--- src/rtl/id_ex_stage.sv ---
// ID/EX pipeline register with EX-stage operand forwarding and load-use stall request.
// Optional build macro ID_EX_PERF_CNT_EN adds saturating stall/flush performance counters.
module id_ex_stage #(
  parameter int XLEN   = 32,
  parameter int REG_AW = 5,
  parameter int OP_W   = 4
) (
  input  logic              clk,
  input  logic              rst_n,
  input  logic              id_valid,
  input  logic [OP_W-1:0]   id_alu_op,
  input  logic [REG_AW-1:0] id_rs1_addr,
  input  logic [REG_AW-1:0] id_rs2_addr,
  input  logic [REG_AW-1:0] id_rd_addr,
  input  logic [XLEN-1:0]   id_rs1_data,
  input  logic [XLEN-1:0]   id_rs2_data,
  input  logic [XLEN-1:0]   id_imm,
  input  logic              id_use_imm,
  input  logic              id_reg_write,
  input  logic              id_is_load,
  input  logic              flush_i,
  input  logic              stall_i,
  input  logic [REG_AW-1:0] exmem_rd,
  input  logic              exmem_wr,
  input  logic [XLEN-1:0]   exmem_result,
  input  logic [REG_AW-1:0] memwb_rd,
  input  logic              memwb_wr,
  input  logic [XLEN-1:0]   memwb_result,
  output logic              ex_valid,
  output logic [OP_W-1:0]   ex_alu_op,
  output logic [XLEN-1:0]   ex_alu_a,
  output logic [XLEN-1:0]   ex_alu_b,
  output logic [XLEN-1:0]   ex_store_data,
  output logic [REG_AW-1:0] ex_rd_addr,
  output logic              ex_reg_write,
  output logic              ex_is_load,
  output logic              stall_id_o
`ifdef ID_EX_PERF_CNT_EN
  ,
  output logic [31:0]       perf_stall_cnt,
  output logic [31:0]       perf_flush_cnt
`endif
);

  // Valid semantics: ex_valid=1 marks a real instruction in EX; there is no ready.
  // The pipe advances every cycle unless stall_i holds it, and a bubble has valid=0.
  logic              valid_q;
  logic [OP_W-1:0]   alu_op_q;
  logic [REG_AW-1:0] rs1_q;
  logic [REG_AW-1:0] rs2_q;
  logic [REG_AW-1:0] rd_q;
  logic [XLEN-1:0]   rs1_data_q;
  logic [XLEN-1:0]   rs2_data_q;
  logic [XLEN-1:0]   imm_q;
  logic              use_imm_q;
  logic              reg_write_q;
  logic              is_load_q;

  logic              load_use;
  logic [XLEN-1:0]   fwd_rs1;
  logic [XLEN-1:0]   fwd_rs2;

  always_comb begin
    load_use = valid_q && is_load_q && (rd_q != '0) && id_valid &&
               ((rd_q == id_rs1_addr) || (!id_use_imm && (rd_q == id_rs2_addr)));
  end

  // A flush also kills ID upstream, so stalling it would be pointless.
  assign stall_id_o = load_use && !flush_i;

  always_ff @(posedge clk) begin
    if (!rst_n || flush_i || (!stall_i && load_use)) begin
      valid_q     <= 1'b0;
      alu_op_q    <= '0;
      rs1_q       <= '0;
      rs2_q       <= '0;
      rd_q        <= '0;
      rs1_data_q  <= '0;
      rs2_data_q  <= '0;
      imm_q       <= '0;
      use_imm_q   <= 1'b0;
      reg_write_q <= 1'b0;
      is_load_q   <= 1'b0;
    end else if (!stall_i) begin
      valid_q     <= id_valid;
      alu_op_q    <= id_alu_op;
      rs1_q       <= id_rs1_addr;
      rs2_q       <= id_rs2_addr;
      rd_q        <= id_rd_addr;
      rs1_data_q  <= id_rs1_data;
      rs2_data_q  <= id_rs2_data;
      imm_q       <= id_imm;
      use_imm_q   <= id_use_imm;
      reg_write_q <= id_reg_write;
      is_load_q   <= id_is_load;
    end
  end

  // EX/MEM is the younger producer, so it wins over MEM/WB; x0 is never forwarded.
  always_comb begin
    fwd_rs1 = rs1_data_q;
    if (exmem_wr && (exmem_rd != '0) && (exmem_rd == rs1_q)) begin
      fwd_rs1 = exmem_result;
    end else if (memwb_wr && (memwb_rd != '0) && (memwb_rd == rs1_q)) begin
      fwd_rs1 = memwb_result;
    end
  end

  always_comb begin
    fwd_rs2 = rs2_data_q;
    if (exmem_wr && (exmem_rd != '0) && (exmem_rd == rs2_q)) begin
      fwd_rs2 = exmem_result;
    end else if (memwb_wr && (memwb_rd != '0) && (memwb_rd == rs2_q)) begin
      fwd_rs2 = memwb_result;
    end
  end

  assign ex_valid      = valid_q;
  assign ex_alu_op     = alu_op_q;
  assign ex_alu_a      = fwd_rs1;
  assign ex_alu_b      = use_imm_q ? imm_q : fwd_rs2;
  assign ex_store_data = fwd_rs2;
  assign ex_rd_addr    = rd_q;
  assign ex_reg_write  = reg_write_q && valid_q;
  assign ex_is_load    = is_load_q && valid_q;

`ifdef ID_EX_PERF_CNT_EN
  // Counters freeze with the rest of the pipe while stall_i holds it.
  always_ff @(posedge clk) begin
    if (!rst_n) begin
      perf_stall_cnt <= '0;
      perf_flush_cnt <= '0;
    end else if (!stall_i) begin
      if (stall_id_o && (perf_stall_cnt != 32'hFFFF_FFFF)) begin
        perf_stall_cnt <= perf_stall_cnt + 32'd1;
      end
      if (flush_i && (perf_flush_cnt != 32'hFFFF_FFFF)) begin
        perf_flush_cnt <= perf_flush_cnt + 32'd1;
      end
    end
  end
`endif

endmodule

--- config.mk ---
export PLATFORM = sky130hd
export DESIGN_NAME = id_ex_stage
export DESIGN_NICKNAME = d
export VERILOG_FILES = /design/src/rtl/id_ex_stage.sv
export SDC_FILE = /design/constraint.sdc
export NUM_CORES = 1
export LEC_CHECK = 0
export BUFFER_PORTS_ARGS = -buffer_cell sky130_fd_sc_hd__buf_2
export CORE_AREA = 2 2 120 122
export CTS_CLUSTER_DIAMETER = 80
export DETAILED_ROUTE_END_ITERATION = 7
export DIE_AREA = 0 0 122 124
export PLACE_DENSITY = 0.78
export SETUP_SLACK_MARGIN = 0.02
export SLEW_MARGIN = 20
export SYNTH_ARGS = -nofsm -noshare
export SYNTH_HDL_FRONTEND = slang
export SYNTH_SLANG_ARGS = --single-unit
export TNS_END_PERCENT = 20
--- constraint.sdc ---
create_clock -name clk -period 3.57 [get_ports clk]
set_input_delay 0 -clock clk [delete_from_list [all_inputs] [get_ports clk]]
set_output_delay 0 -clock clk [all_outputs]
set_load 0.02 [all_outputs]
==> results.toml, run 1 <==
[run_status]
status = "complete, no violations"

[sta]
finalSetupTns_ns = 0
skew_ns = 0.00686
maxSlewHeadroom = 0.447
final-setup-viol-count = 0
max_freq_mhz = 341
fin_hold_ws_ns = 0.331
grt_setup_unrepaired = "false"
tightest_slew_ns = 0.830
hold_viol_final = 0
fin_crit_sh = 0.822
finalWorstSetupSlack_ns = 0.634
finalMaxSlewViolations = 0
finalCriticalPeriod_ns = 2.94

[drt]
dr.pass1.iters = 7
drt-met1-wl_mm = 10.7
dr_wl_met3_mm = 2.31
vias = 7108
viasPerCell = 5.77
route.met2.wl_mm = 11.9
remaining_drc_errors = 0
top_layer = "met5"
avgRoutedWirePerCell_microns = 20.9
postRouteAntennaNets = 0
drt_wl_total_mm = 25.7
drtIter0Drc = 857

[die]
die_h_microns = 124
die-area_sq_um = 15100
floorplan.initialDensity = 0.443
dieWidth_microns = 122
io_pins = 308
rows = 43
design.core.area_sq_um = 13700

[cts]
clock_path_buffers = 2
numCtsBuffers = 17
hold_buffers = 119
clkTransAtPathRegs_ns = 0.05
clk_latency_ns = 0.42
cts_setup_buffers = 0
cts_root_buf = "clkbuf_16"
cts.htree.levels = 4
post_cts_resize_count = 0
cts_tree = "done"
clock-sinks = 119

[final_layout]
drive_above_1_share = 0.350
n_antenna_cell = 0
finalNetCount = 1237
area_delta_synth_final_pct = 54.3

[setup_path]
path_cells = "xnor2_1 > nand4_1 > buf_4 > or2_1 > buf_4 > nor2_1 > o31ai_1 > buf_2"
reg2reg_depth = 5
cpMostUsedCell = "buf_4"
regToRegEndpoint = "imm_q[24]"
cp.arrival_ns = 2.94
rr_startpoint = "ex_rd_addr[1]"
crit_slowest_cell = "or2_1"
cp_max_fo = 23
worst_setup_path_start_kind = "register"
cp.required_ns = 3.57
path_class = "reg2out"
r2r_slack_ns = 1.16
path_delay_family = "simple AND/OR/NAND/NOR gates"
endpoint_kind = "output pin"
crit_path_max_incr_delay_ns = 0.68
path_buf_inv = 3

[synth]
syn_area_per_cell_sq_um = 9.47
synth_top_area_frac = 0.392
ys_seq_area_frac = 0.392
yosysWarnings = 0
ys_async_sr_fraction = 0
syn_inst = 642
synth_edf_count = 0
ys_seq_elements = 119
ys_top_cells_by_area = "dfxtp_1 (39%), a22o_1 (17%), mux2i_1 (5.3%)"
synth_area_sq_um = 6080
yosysUniqueCellTypes = 33
synth_nets = 841
synth_top_area_cell = "dfxtp_1"
ys.flop_type = "dfxtp_1"

[worst_hold_path]
whs_path_depth = 3
hold_path.class = "in2reg"
holdPathEnd = "ex_alu_op[1]"
min_from = "id_alu_op[1]"

[placement]
place_ws_ns = 0.927
dp_hpwl_mm = 17.3
gp_congestion = 1.01
io_buffer_count = 307

[power]
ir_drop_v = 0.000299
power_mw = 3.91
powerDensity_nw_per_um2 = 417
total_leakage_power_nw = 4.24

[global_route]
grt_overflow = 0
track_usage = 0.327
grt_max_degree = 120
antenna_found_initial = 1
grt_pass1_wl_mm = 37.3
grt_pass1_vias = 6746

[flow_run]
maxCapViolCount = 0
-- worst reg2reg max path, stage by stage, from the launching register on --
cell,delay [ns]
dfxtp_1,0.37
or4_1,0.54
o211a_1,0.27
a2111oi_4,0.41
buf_12,0.49
a22o_1,0.28
-- layout by cell type, fill, tap and decap left out, types with 13 or more instances in the layout --
cell type	count
o31a_1	22
xnor2_1	23
o31ai_1	32
dfxtp_1	118
mux2i_1	32
buf_2	307
nand4_1	14
nor2_1	79
a22o_1	119
nand2_1	25
clkbuf_16	17
buf_4	13
dlygate4sd3_1	119
a21oi_1	32
a211oi_1	22
-- where the power goes --
part	total, mW	switching, mW	leakage (nW)	internal (mW)
logic	0.653	0.341	2.96	0.311
clock network	1.85	0.607	0.310	1.24
registers	1.41	0.0359	0.970	1.37
total	3.91	0.985	4.24	2.92
-- cell type report --
| type | instances | area [sq um] |
|---|---|---|
| Clock inverter | 8 | 143 |
| Clock buffer | 24 | 492 |
| Tap cell | 180 | 225 |
| Sequential cell | 119 | 2380 |
| Inverter | 1 | 3.75 |
| Timing Repair Buffer | 441 | 2860 |
| Fill cell | 1055 | 4340 |
| Multi-Input combinational cell | 458 | 3280 |
-- state kept, by name, indices dropped and copies added (netlist names) --
register and count:
rs2_data_q 32, rs1_q 5, use_imm_q 1, ex_valid 1, ex_alu_op 4, imm_q 32, ex_rd_addr 5, rs2_q 5
is_load_q 1, rs1_data_q 32, reg_write_q 1
-- metrics by stage --
stage          utilization  cells  cell area, sq um
4_1_cts              0.683   1230              9370
6_report             0.684   1231              9380
3_3_place_gp         0.550   1079              7540
2_1_floorplan            -    642              6080
3_5_place_dp         0.550   1079              7540
5_1_grt              0.684   1231              9380
-- worst max path at each step --
stage           startpoint      endpoint  slack (ns)  depth (start not counted)
2_1_floorplan     rs2_q[4]  ex_alu_b[11]        1.40                          7
6_report          rs2_q[4]   ex_alu_b[4]        0.63                          8
5_1_grt           rs2_q[1]   ex_alu_b[4]        0.42                          8
3_5_place_dp      rs1_q[2]  ex_alu_a[14]        0.93                          7
3_3_place_gp   exmem_rd[1]   ex_alu_b[6]        0.94                          9
4_1_cts           rs1_q[2]  ex_alu_a[14]        0.46                          7
-- logic make-up after synthesis --
group                  Yosys count  share of synthesized area
AO/OA/AOI/OAI                  242                      0.316
multiplexers                    42                     0.0712
flip-flops                     119                      0.392
buffers and inverters           65                     0.0733
AND/OR/NAND/NOR                144                      0.104
XOR/XNOR                        30                     0.0432
-- cell usage after synthesis (all sizes together) (3+ instances only) --
master  instances
o31ai          32
a211oi         22
nand4          14
clkbuf         43
nand2          25
or4             3
mux2i          32
a21oi          32
a22o          119
buf            21
o31a           22
xor2            7
nor2           80
xnor2          23
mux2           10
and2            3
a31oi          10
dfxtp         119
nor3           12
-- layer usage --
metal / global-route usage / vias to the layer above
li1: - / 3234
met1: 0.437 / 3334
met2: 0.496 / 457
met3: 0.0861 / 81
met4: 0.146 / 2
met5: 0 / -
(Power assumes the default switching activity.)
==> run 2, diff against run 1 <==
CORE_AREA = 2 2 124 126   (was 2 2 120 122)
DIE_AREA = 0 0 126 128   (was 0 0 122 124)
PLACE_DENSITY = 0.76   (was 0.78)
clock period = 2.5 ns   (was 3.57 ns; I/O delays follow)
==> results.toml, run 2 (synthesis results as in run 1) <==
[run_status]
status = "complete, no violations"

[setup_path]
path_delay_family = "buffers and inverters"
cp.arrival_ns = 2.43
path_buf_inv = 3
cp_max_fo = 15
worst_setup_path_start_kind = "register"
path_class = "reg2out"
reg2reg_depth = 6
path_cells = "xnor2_1 > o211ai_1 > buf_4 > or2_1 > buf_4 > nor2_1 > o31ai_1 > buf_2"
cpMostUsedCell = "buf_4"
crit_path_max_incr_delay_ns = 0.35
endpoint_kind = "output pin"
cp.required_ns = 2.50
crit_slowest_cell = "dfxtp_2"
path_depth = 8

[sta]
finalMaxSlewViolations = 0
fin_crit_sh = 0.972
tightest_slew_ns = 0.543
max_freq_mhz = 411
skew_ns = 0.00537
finalCriticalPeriod_ns = 2.43
fin_hold_ws_ns = 0.156
maxSlewHeadroom = 0.637
hold_viol_final = 0
finalWorstSetupSlack_ns = 0.0690
final-setup-viol-count = 0
grt_setup_unrepaired = "true"

[placement]
place_ws_ns = 0.0878
io_buffer_count = 307
gp_congestion = 1.01
dp_hpwl_mm = 17.8
place_area_sq_um = 7710

[global_route]
grt_pass1_vias = 6930
grt_overflow = 0
met2_usage = 0.496
grt_util_met1 = 0.413
grt_max_degree = 120
antenna_found_initial = 1
track_usage = 0.317
grt_busiest_layer = "met2"
use_met3 = 0.0847
grt_pass1_wl_mm = 39.3

[die]
design.core.area_sq_um = 14900
rows = 45
dieWidth_microns = 126
io_pins = 308
die-area_sq_um = 16100
floorplan.initialDensity = 0.409
die_h_microns = 128

[power]
power_mw = 5.55
ir_drop_v = 0.000493
powerDensity_nw_per_um2 = 567
total_leakage_power_nw = 4.36

[final_layout]
fillers = 1218
final_cell_mix = "buf_2 (306), a22o_1 (119), dlygate4sd3_1 (119)"
finalNetCount = 1255
multi_input_area_sq_um = 3430
area_delta_synth_final_pct = 60.8
drive_above_1_share = 0.391
reg_top3 = "imm_q x32, rs1_data_q x32, rs2_data_q x32"
layout.cells.most_common = "buf_2"
final_cell_area_sq_um = 9770
register_area_sq_um = 2390

[worst_hold_path]
whs_path_depth = 4
hold_path.class = "in2reg"

[cts]
cts_tree = "done"
cts_root_buf = "clkbuf_16"
clkTransAtPathRegs_ns = 0.06
clock_path_buffers = 2
numCtsBuffers = 17
cts.htree.levels = 4
clock-sinks = 119
clk_latency_ns = 0.42

[drt]
avgRoutedWirePerCell_microns = 21.4
vias = 7117
viasPerCell = 5.66
remaining_drc_errors = 0
postRouteAntennaNets = 0
dr.pass1.iters = 5
drtIter0Drc = 613
drt_wl_total_mm = 26.9

[flow_run]
maxCapViolCount = 0
## run 2: cell count changes in the layout (fill, tap and decap cells not counted), moves of 4 or more
cell        previous run  this run
a211oi_2               0         9
buf_4                 13        19
a211oi_1              22        13
o31ai_2                0         4
o31ai_1               32        28
buf_6                  1         5
buf_12                 1         9
clkinvlp_4             1         6
a31oi_1               10         5
a31oi_2                0         5
## run 2: path summary, 6_finish.rpt
| path | start | end | slack (ns) |
|---|---|---|---|
| max | rs2_q[3] | ex_alu_b[4] | 0.07 |
| min | stall_i | imm_q[0] | 0.16 |
| max reg2reg | ex_rd_addr[1] | imm_q[10] | 0.16 |
| min reg2reg | imm_q[20] | imm_q[20] | 0.47 |
## run 2: area by class of cell
type	instances	area share
sequential	119	0.244
inverter	1	0.000384
timing repair buffer	458	0.317
antenna	1	0.000256
clock inverter	14	0.0179
clock buffer	18	0.0449
tap	188	0.0241
multi-input combinational	459	0.351
## run 2: per-stage QoR
| stage | setup TNS, ns | util | std cells |
|---|---|---|---|
| final | 0 | 0.658 | 1258 |
| after global routing | -0.0733 | 0.658 | 1258 |
| after CTS | 0 | 0.642 | 1249 |
| after detailed placement | 0 | 0.519 | 1098 |
| after global placement | 0 | 0.519 | 1098 |
| after floorplan | 0 | - | 642 |
## run 2: power breakdown
group / total [mW] / leakage (nW) / switching [mW] / internal, mW
clock network: 2.54 / 0.281 / 0.945 / 1.60
registers: 2.01 / 0.971 / 0.0494 / 1.96
logic: 0.992 / 3.10 / 0.511 / 0.481
## run 2: metal layers
metal	vias to the layer above	share of wire
met5	-	0
met1	3333	0.42
met3	81	0.083
li1	3287	-
met2	416	0.47
met4	0	0.030
## run 2: worst register-to-register path, stage by stage (launching register included)
cell and delay (ns):
dfxtp_1 0.36, or4_1 0.57, o211a_1 0.28, a2111oi_4 0.42
buf_12 0.18, buf_12 0.22, a22o_1 0.24
## run 2: timing repair
| action | in CTS | in global routing |
|---|---|---|
| pin swaps | 0 | 4 |
| gates resized for setup | 7 | 32 |
| hold buffers | 119 | 0 |
| endpoints found under the setup margin | 49 | 59 |
| endpoints found under the hold margin | 119 | 0 |
| cloned | 0 | 1 |
| setup buffers | 0 | 7 |
==> run 3, diff against run 2 <==
CORE_AREA = 2 2 120 122   (was 2 2 124 126)
DIE_AREA = 0 0 122 124   (was 0 0 126 128)
PLACE_DENSITY = 0.78   (was 0.76)
clock period = 2.4 ns   (was 2.5 ns; I/O delays follow)
==> results.toml, run 3 (synthesis results as in run 1) <==
[drt]
vias = 7238
postRouteAntennaNets = 0
dr.pass1.iters = 5
viasPerCell = 5.76
drtIter0Drc = 704
drt_wl_total_mm = 27.7
remaining_drc_errors = 0
avgRoutedWirePerCell_microns = 22.1

[die]
io_pins = 308
design.core.area_sq_um = 13700
dieWidth_microns = 122
die_h_microns = 124
die-area_sq_um = 15100
rows = 43
floorplan.initialDensity = 0.443

[global_route]
grt_overflow = 0
grt_pass1_vias = 6912
grt_max_degree = 120
antenna_found_initial = 2
track_usage = 0.338
grt_pass1_wl_mm = 38.5

[sta]
finalSetupTns_ns = -0.0700
max_freq_mhz = 411
finalMaxSlewViolations = 0
final-setup-viol-count = 5
skew_ns = 0.00505
grt_setup_unrepaired = "true"
maxSlewHeadroom = 0.616
fin_crit_sh = 1.01
finalWorstSetupSlack_ns = -0.0342
hold_viol_final = 0
finalCriticalPeriod_ns = 2.43
tightest_slew_ns = 0.574

[final_layout]
reg_top3 = "imm_q x32, rs1_data_q x32, rs2_data_q x32"
fillers = 1004
final_cell_mix = "buf_2 (291), a22o_1 (119), dlygate4sd3_1 (119)"
area_delta_synth_final_pct = 66.2
finalNetCount = 1262
layout.cells.most_common = "buf_2"
drive_above_1_share = 0.420
fin_cells = 1256

[worst_hold_path]
holdPathEnd = "imm_q[29]"
whs_path_depth = 3
hold_path.class = "in2reg"
min_from = "id_imm[29]"

[run_status]
violations = "negative setup slack"
status = "finished with violations"

[power]
ir_drop_v = 0.000499
powerDensity_nw_per_um2 = 576
total_leakage_power_nw = 4.46

[setup_path]
path_delay_family = "buffers and inverters"
worst_setup_path_start_kind = "register"
reg2reg_depth = 6
path_class = "reg2out"
endpoint_kind = "output pin"
crit_path_max_incr_delay_ns = 0.34
cp.arrival_ns = 2.43
rr_startpoint = "ex_rd_addr[0]"
cp_max_fo = 16
crit_slowest_cell = "dfxtp_2"
path_cells = "xnor2_1 > nand4_1 > buf_4 > clkbuf_16 > o31ai_2 > a31oi_4 > mux2_2 > buf_2"
r2r_slack_ns = 0.16
cp.required_ns = 2.40
path_buf_inv = 3
regToRegEndpoint = "ex_valid"

[flow_run]
maxCapViolCount = 0

[cts]
clock-sinks = 119
cts_tree = "done"
clkTransAtPathRegs_ns = 0.06
clk_latency_ns = 0.42
clock_path_buffers = 2
cts.htree.levels = 4
cts_root_buf = "clkbuf_16"
numCtsBuffers = 17

[placement]
dp.cells = 1085
io_buffer_count = 307
place_ws_ns = 0.112
dp_hpwl_mm = 17.4
gp_congestion = 0.972
-- run 3: what timing repair did --
action,4_1_cts,5_1_grt
pin swaps,5,14
hold endpoints to repair,119,0
buffers inserted,0,15
resized for setup,40,60
hold buffers,119,0
endpoints found under the setup margin,72,111
gates cloned,0,5
-- run 3: cell type report --
cell class                      count  area, sq um  area share
Timing Repair Buffer              465         3240       0.320
Multi-Input combinational cell    459         3640       0.360
Tap cell                          180          225      0.0223
Clock inverter                      8          120      0.0119
Inverter                            1         3.75    0.000371
Antenna cell                        1         2.50    0.000248
Sequential cell                   119         2390       0.237
Clock buffer                       23          488      0.0483
-- run 3: how the worst max path moves through the flow --
stage	to	cells after the start	slack, ns	startpoint
global placement	imm_q[24]	5	0.13	ex_rd_addr[0]
detailed placement	imm_q[13]	5	0.11	ex_rd_addr[0]
CTS	ex_alu_b[13]	8	0.008	rs2_q[2]
finish	ex_alu_b[10]	8	-0.03	rs2_q[3]
global route	ex_alu_b[23]	8	-0.10	rs2_q[3]
floorplan	ex_alu_b[11]	7	0.23	rs2_q[4]
-- run 3: metrics by stage --
stage                      util  total power, mW  cell area (sq um)  hold WS (ns)
after floorplan               -             2.57               6080        0.0798
after global placement    0.557             2.93               7640         0.214
after detailed placement  0.557             2.93               7640         0.219
after CTS                 0.702             5.72               9630         0.229
after global routing      0.737             5.98              10100         0.331
final                     0.737             5.82              10100         0.327
-- run 3: worst min-delay path, cell delays in order --
cell,delay (ns)
dlygate4sd3_1,0.52
buf_2,0.09
a22o_1,0.11
-- run 3: layer usage --
metal / routed length [microns] / global-route usage / vias to the layer above / part of all wire
li1: - / - / 3296 / -
met1: 11200 / 0.435 / 3399 / 0.40
met2: 13000 / 0.535 / 453 / 0.47
met3: 2590 / 0.0971 / 88 / 0.093
met4: 903 / 0.136 / 2 / 0.033
met5: 10 / 0 / - / 0.00036
-- run 3: where the power goes --
part	switching [mW]	total [mW]	internal, mW
Clock	0.915	2.65	1.73
Sequential	0.0491	2.09	2.04
Combinational	0.558	1.08	0.522
